$ cat src/rtl/mem_stream_reader_if.sv
// rtl/mem_stream_reader_if.sv - valid/ready word stream with last flag
interface mem_stream_reader_if #(
   parameter int width = 32
);
   logic             valid;
   logic [width-1:0] data;
   logic             last;
   logic             ready;

   modport master (output valid, output data, output last, input ready);
   modport slave  (input valid, input data, input last, output ready);
endinterface

$ cat src/rtl/mem_stream_reader.sv
// rtl/mem_stream_reader.sv - memory window read sequencer with stream output; MEM_READER_LOOP_EN adds repeating passes
module mem_stream_reader #(
   parameter int width     = 32,
   parameter int length    = 10,
   parameter int addr_size = $clog2(length),
   parameter int cnt_size  = $clog2(length + 1)
) (
   input  logic                 clk,
   input  logic                 rst_n,
   input  logic                 start,
   input  logic [addr_size-1:0] base_addr,
   input  logic [cnt_size-1:0]  count,
   output logic                 busy,
   output logic                 done,
   output logic [addr_size-1:0] r_addr,
   input  logic [width-1:0]     r_data,
   mem_stream_reader_if.master  m
`ifdef MEM_READER_LOOP_EN
   ,
   input  logic                 loop
`endif
);

   typedef enum logic {IDLE, RUN} state_t;

   localparam logic [addr_size-1:0] LAST_ADDR = addr_size'(length - 1);
   localparam logic [cnt_size-1:0]  ONE       = cnt_size'(1);

   state_t               state_q, state_d;
   logic [addr_size-1:0] addr_q, addr_d;
   logic [cnt_size-1:0]  remaining_q, remaining_d;
   logic [width-1:0]     data_q, data_d;
   logic                 valid_q, valid_d;
   logic                 last_q, last_d;
   logic                 done_q, done_d;
`ifdef MEM_READER_LOOP_EN
   logic [addr_size-1:0] base_q, base_d;
   logic [cnt_size-1:0]  count_q, count_d;
`endif

   logic [addr_size-1:0] addr_next;
   logic                 load;
   logic                 last_hs;

   // Next-state and output-register logic for the read sequencer
   always_comb begin
      state_d     = state_q;
      addr_d      = addr_q;
      remaining_d = remaining_q;
      data_d      = data_q;
      valid_d     = valid_q;
      last_d      = last_q;
      done_d      = 1'b0;
`ifdef MEM_READER_LOOP_EN
      base_d      = base_q;
      count_d     = count_q;
`endif
      // Wrap modulo the memory depth, not the power-of-two address range
      addr_next = (addr_q == LAST_ADDR) ? '0 : addr_q + addr_size'(1);
      load      = (remaining_q != '0) && (!valid_q || m.ready);
      last_hs   = valid_q && m.ready && last_q;

      case (state_q)
         IDLE: begin
            if (start) begin
               if (count != '0) begin
                  state_d     = RUN;
                  addr_d      = base_addr;
                  remaining_d = count;
`ifdef MEM_READER_LOOP_EN
                  base_d      = base_addr;
                  count_d     = count;
`endif
               end else begin
                  done_d = 1'b1;
               end
            end
         end
         RUN: begin
            if (load) begin
               data_d      = r_data;
               valid_d     = 1'b1;
               last_d      = (remaining_q == ONE);
               remaining_d = remaining_q - ONE;
               addr_d      = addr_next;
`ifdef MEM_READER_LOOP_EN
               // Point back at base early so a looped pass can load its first word at the last handshake
               if (remaining_q == ONE) begin
                  addr_d = base_q;
               end
`endif
            end else if (last_hs) begin
`ifdef MEM_READER_LOOP_EN
               if (loop) begin
                  data_d      = r_data;
                  valid_d     = 1'b1;
                  last_d      = (count_q == ONE);
                  remaining_d = count_q - ONE;
                  addr_d      = (count_q == ONE) ? base_q : addr_next;
               end else begin
                  valid_d = 1'b0;
                  last_d  = 1'b0;
                  state_d = IDLE;
                  done_d  = 1'b1;
               end
`else
               valid_d = 1'b0;
               last_d  = 1'b0;
               state_d = IDLE;
               done_d  = 1'b1;
`endif
            end else if (valid_q && m.ready) begin
               valid_d = 1'b0;
            end
         end
         default: begin
            state_d = IDLE;
         end
      endcase
   end

   // State and datapath registers; reset discards any in-flight word
   always_ff @(posedge clk or negedge rst_n) begin
      if (!rst_n) begin
         state_q     <= IDLE;
         addr_q      <= '0;
         remaining_q <= '0;
         data_q      <= '0;
         valid_q     <= 1'b0;
         last_q      <= 1'b0;
         done_q      <= 1'b0;
`ifdef MEM_READER_LOOP_EN
         base_q      <= '0;
         count_q     <= '0;
`endif
      end else begin
         state_q     <= state_d;
         addr_q      <= addr_d;
         remaining_q <= remaining_d;
         data_q      <= data_d;
         valid_q     <= valid_d;
         last_q      <= last_d;
         done_q      <= done_d;
`ifdef MEM_READER_LOOP_EN
         base_q      <= base_d;
         count_q     <= count_d;
`endif
      end
   end

   assign busy    = (state_q == RUN);
   assign done    = done_q;
   assign r_addr  = addr_q;
   assign m.valid = valid_q;
   assign m.data  = data_q;
   assign m.last  = last_q;

endmodule

$ cat src/flat_wrapper.sv
// flat-port wrapper written by rule: the top's interface ports become plain ports
module mem_stream_reader_flat 
#(
   parameter int width     = 32,
   parameter int length    = 10,
   parameter int addr_size = $clog2(length),
   parameter int cnt_size  = $clog2(length + 1)
)
  (clk, rst_n, start, base_addr, count, busy, done, r_addr, r_data, m_valid, m_data, m_last, m_ready);
  mem_stream_reader_if #(.width(width)) m_i ();
  input  logic clk;
  input  logic rst_n;
  input  logic start;
  input  logic [addr_size-1:0] base_addr;
  input  logic [cnt_size-1:0] count;
  output logic busy;
  output logic done;
  output logic [addr_size-1:0] r_addr;
  input  logic [width-1:0] r_data;
  output wire logic [$bits(m_i.valid)-1:0] m_valid;
  output wire logic [$bits(m_i.data)-1:0] m_data;
  output wire logic [$bits(m_i.last)-1:0] m_last;
  input wire logic [$bits(m_i.ready)-1:0] m_ready;
  assign m_valid = m_i.valid;
  assign m_data = m_i.data;
  assign m_last = m_i.last;
  assign m_i.ready = m_ready;
  mem_stream_reader #(.width(width), .length(length), .addr_size(addr_size), .cnt_size(cnt_size)) u_core (.clk(clk), .rst_n(rst_n), .start(start), .base_addr(base_addr), .count(count), .busy(busy), .done(done), .r_addr(r_addr), .r_data(r_data), .m(m_i));
endmodule
$ cat config.mk
export PLATFORM = sky130hd
export DESIGN_NAME = mem_stream_reader_flat
export DESIGN_NICKNAME = d
export VERILOG_FILES = /design/src/rtl/mem_stream_reader_if.sv /design/src/rtl/mem_stream_reader.sv /design/src/flat_wrapper.sv
export SDC_FILE = /design/constraint.sdc
export NUM_CORES = 1
export LEC_CHECK = 0
export CAP_MARGIN = 10
export CORE_MARGIN = 3
export CORE_UTILIZATION = 45
export CTS_CLUSTER_SIZE = 8
export DETAILED_ROUTE_END_ITERATION = 6
export GPL_TIMING_DRIVEN = 0
export HOLD_SLACK_MARGIN = 0.1
export PLACE_DENSITY = 0.95
export REMOVE_ABC_BUFFERS = 1
export SYNTH_ARGS = -nofsm -noshare
export SYNTH_HDL_FRONTEND = slang
export SYNTH_SLANG_ARGS = --single-unit
$ cat constraint.sdc
create_clock -name clk -period 3.9 [get_ports clk]
set_input_delay 0.39 -clock clk [delete_from_list [all_inputs] [get_ports clk]]
set_output_delay 0.39 -clock clk [all_outputs]
set_load 0.1 [all_outputs]
==> summary.txt <==
Place
  – Routability Congestion: 0.810
  – Port buffer count: 83
  – Detail Placement HPWL: 3240 µm
  – Instance count after placement with tap cells included: 271

Floorplan
  – Io pins: 84
  – Vertical die dimension: 71.4 µm
  – Die Width: 71.4 µm
  – Standard cell core area: 4060 µm²
  – Starting Density: 0.474
  – Placement Rows: 23
  – Die Footprint: 5100 µm²

Critical path
  – CP Data Arrival Time: 2.21 ns
  – Setup slack of the most critical reg-to-reg path: 1.74 ns
  – Cell type of the slowest stage on the worst timing path: sky130_fd_sc_hd__clkdlybuf4s50_1
  – Worst path required time: 3.51 ns
  – Category of the worst setup path launch point: flip-flop
  – Highest cell delay on the worst timing path: 1.24 ns
  – Crit path max fanout: 14
  – Category of cells accounting for the largest share of critical-path delay: buffers and inverters
  – CP Capture Type: output pin
  – Buf/Inv on CP: 1
  – Path type of the worst setup path: flip-flop to output pin
  – Sequence of cells on the critical path: clkdlybuf4s50_1

Detailed routing
  – Post-DR vias/cell: 5.22
  – DR iter-0 viols: 107
  – Total via count in the routed design: 1457
  – ANT nets after route: 0
  – Post-detailed-route DRC marker count: 0
  – Detailed Routing Iterations Pass 1: 4
  – Average routed wire per standard cell: 15.2 µm
  – Routed WL: 4250 µm

Clock network
  – Latest clock arrival within the worst-skew pair: 0.29 ns
  – Clock root buffer: sky130_fd_sc_hd__clkbuf_8
  – CTS tree: yes
  – Maximum clock path buffer count: 2
  – CTS sink count: 44
  – Level count of the clock H-tree: 2
  – Clock-pin slew on the worst setup and hold paths: 0.07 ns
  – TritonCTS Buffers: 5
  – Post-cts resize count: 0

Worst hold path
  – Hold Path Class: flip-flop to flip-flop

Timing
  – Headroom to the max-slew limit: 0.338
  – WHS: 0.490 ns
  – Fin. Hold Viols: 0
  – Fin crit share: 0.668
  – Fmax: 0.384 GHz
  – Unrepaired setup endpoints after global routing: no
  – Finish-stage setup viols: 0
  – Setup TNS Final: 0 ns
  – Worst Skew: 0.00662 ns
  – Final critical-path required period: 2.60 ns
  – Slew @ Worst Pin: 0.990 ns
  – Final slew viol count: 0

Yosys
  – Top cell type's share of synthesized area: 0.572
  – Flip-flop and latch count after synthesis: 44
  – Mean Syn Cell Area: 13.4 µm²
  – Syn Inst Count: 144
  – Ys async rst share: 1.00
  – Mapped cell area: 1920 µm²
  – Most common flop cell mapped by yosys: sky130_fd_sc_hd__dfrtp_1
  – Share of synthesized area occupied by flip-flops and latches: 0.572
  – Distinct cells, synth: 34
  – Largest area contributor in the netlist: sky130_fd_sc_hd__dfrtp_1
  – Yosys warns: 0
  – Number of enable flip-flop cells after synthesis: 0
  – Top cells by area in the synthesized netlist: sky130_fd_sc_hd__dfrtp_1 (57%), sky130_fd_sc_hd__mux2_1 (19%), sky130_fd_sc_hd__buf_6 (2.3%), sky130_fd_sc_hd__nand2_1 (1.6%), sky130_fd_sc_hd__a32oi_4 (1.4%)

Power
  – Design Power: 1.95 mW
  – LEAKAGE: 1.17 nW
  – Worst supply voltage drop on vdd: 0.000612 V
  – Pwr dens: 683 nW/µm²

Cells and area
  – Final layout net count: 275
  – Antenna fix cells: 0
  – Area delta synth->final: 48.6%
  – Share of post-route cells with drive strength above 1: 0.0568
  – Post-route core utilization: 0.705
  – Final standard cell count with taps included and fillers excluded: 279
  – Filler Cells Inserted: 302

GRT
  – First-pass GRT wire length: 7220 µm
  – Initial antenna violation count: 0
  – Global-route usage over all layers: 0.182
  – Via count of the first global-routing pass: 1505
  – GRT overflow: 0
  – Maximum number of pins on one net before global-route repair: 37

Outcome
  – Status: finished, final reports clean

Job
  – Total of max-cap violations: 0
-- kinds of logic (layout without fill, tap and decap cells) --
logic type,count (synthesis),in the layout,share of synthesized area
flops,44,44,0.572
mux,33,33,0.193
compound gates,26,26,0.103
simple gates,26,26,0.0754
buf+inv,13,98,0.0436
fa+ha+maj,2,2,0.0130
-- power by group --
group | switching [mW] | leakage, nW | internal (mW)
registers | 0.0836 | 0.511 | 0.553
clock network | 0.145 | 0.0410 | 0.122
logic | 0.762 | 0.616 | 0.287
total | 0.991 | 1.17 | 0.963
-- per-stage QoR --
| step | worst slack [ns] | cell area (µm²) |
|---|---|---|
| floorplan | 1.54 | 1860 |
| global placement | 1.29 | 2760 |
| detailed placement | 1.58 | 2770 |
| CTS | 1.26 | 2860 |
| global route | 1.17 | 2860 |
| finish | 1.30 | 2860 |
-- cell usage in the layout (no fill, tap or decap), types with 2 or more instances in the layout --
| master | count |
|---|---|
| sky130_fd_sc_hd__a211oi_1 | 2 |
| sky130_fd_sc_hd__a21oi_1 | 3 |
| sky130_fd_sc_hd__a22oi_1 | 2 |
| sky130_fd_sc_hd__clkbuf_8 | 5 |
| sky130_fd_sc_hd__clkdlybuf4s50_1 | 82 |
| sky130_fd_sc_hd__dfrtp_1 | 44 |
| sky130_fd_sc_hd__ha_1 | 2 |
| sky130_fd_sc_hd__inv_1 | 5 |
| sky130_fd_sc_hd__mux2_1 | 32 |
| sky130_fd_sc_hd__nand2_1 | 8 |
| sky130_fd_sc_hd__nand2b_1 | 2 |
| sky130_fd_sc_hd__nand3_1 | 3 |
| sky130_fd_sc_hd__nand4_1 | 2 |
| sky130_fd_sc_hd__nor2_1 | 6 |
| sky130_fd_sc_hd__o21ai_0 | 4 |
| sky130_fd_sc_hd__o21ai_1 | 4 |
| sky130_fd_sc_hd__o22a_1 | 2 |
| sky130_fd_sc_hd__o31ai_1 | 2 |
-- cell usage after synthesis (2+ instances only) --
library cell and number:
sky130_fd_sc_hd__a22oi_1 2, sky130_fd_sc_hd__mux2_1 32, sky130_fd_sc_hd__buf_6 4, sky130_fd_sc_hd__nor2_1 6, sky130_fd_sc_hd__ha_1 2, sky130_fd_sc_hd__inv_1 5, sky130_fd_sc_hd__o22a_1 2, sky130_fd_sc_hd__o21ai_0 4
sky130_fd_sc_hd__nand3_1 3, sky130_fd_sc_hd__nand4_1 2, sky130_fd_sc_hd__nand2b_1 2, sky130_fd_sc_hd__o21ai_1 4, sky130_fd_sc_hd__a21oi_1 3, sky130_fd_sc_hd__a211oi_1 2, sky130_fd_sc_hd__o31ai_1 2, sky130_fd_sc_hd__dfrtp_1 44
sky130_fd_sc_hd__nand2_1 8
-- timing repair --
item | CTS | global route
hold buffers | 1 | 0
setup buffers | 0 | 0
hold endpoints to repair | 17 | 0
-- layer usage --
layer	GRT usage	wire length, µm	up-vias
met5	0	0	-
met4	0.0501	36	0
met3	0.0617	418	4
met2	0.302	2060	68
met1	0.227	1730	695
li1	-	-	690
-- final timing paths --
kind,from,depth (start not counted),to
max,u_core.busy$_DFF_PN0_,1,busy
max reg2reg,u_core.remaining_q[0]$_DFFE_PN0P_,5,u_core.m.data[24]$_DFFE_PN0P_
min in group asynchronous,rst_n,2,u_core.m.data[19]$_DFFE_PN0P_
max in group asynchronous,rst_n,3,u_core.m.data[25]$_DFFE_PN0P_
min reg2reg,u_core.m.data[23]$_DFFE_PN0P_,1,u_core.m.data[23]$_DFFE_PN0P_
min,u_core.m.data[23]$_DFFE_PN0P_,1,u_core.m.data[23]$_DFFE_PN0P_
-- sequential cells by signal (all words and copies together), names as in the netlist --
signal,count
u_core.busy,1
u_core.r_addr,4
u_core.m.last,1
u_core.done,1
u_core.m.data,32
u_core.m.valid,1
u_core.remaining_q,4
-- area by class of cell --
type / instances / area (µm²) / share of cell area
clock inverters: 1 / 5.00 / 0.00175
well taps: 50 / 62.6 / 0.0219
inverters: 6 / 22.5 / 0.00788
flip-flops and latches: 44 / 1100 / 0.385
repair buffers: 85 / 856 / 0.299
multi-input cells: 87 / 739 / 0.259
clock buffers: 6 / 72.6 / 0.0254
Power figures use the tool's default switching activity.
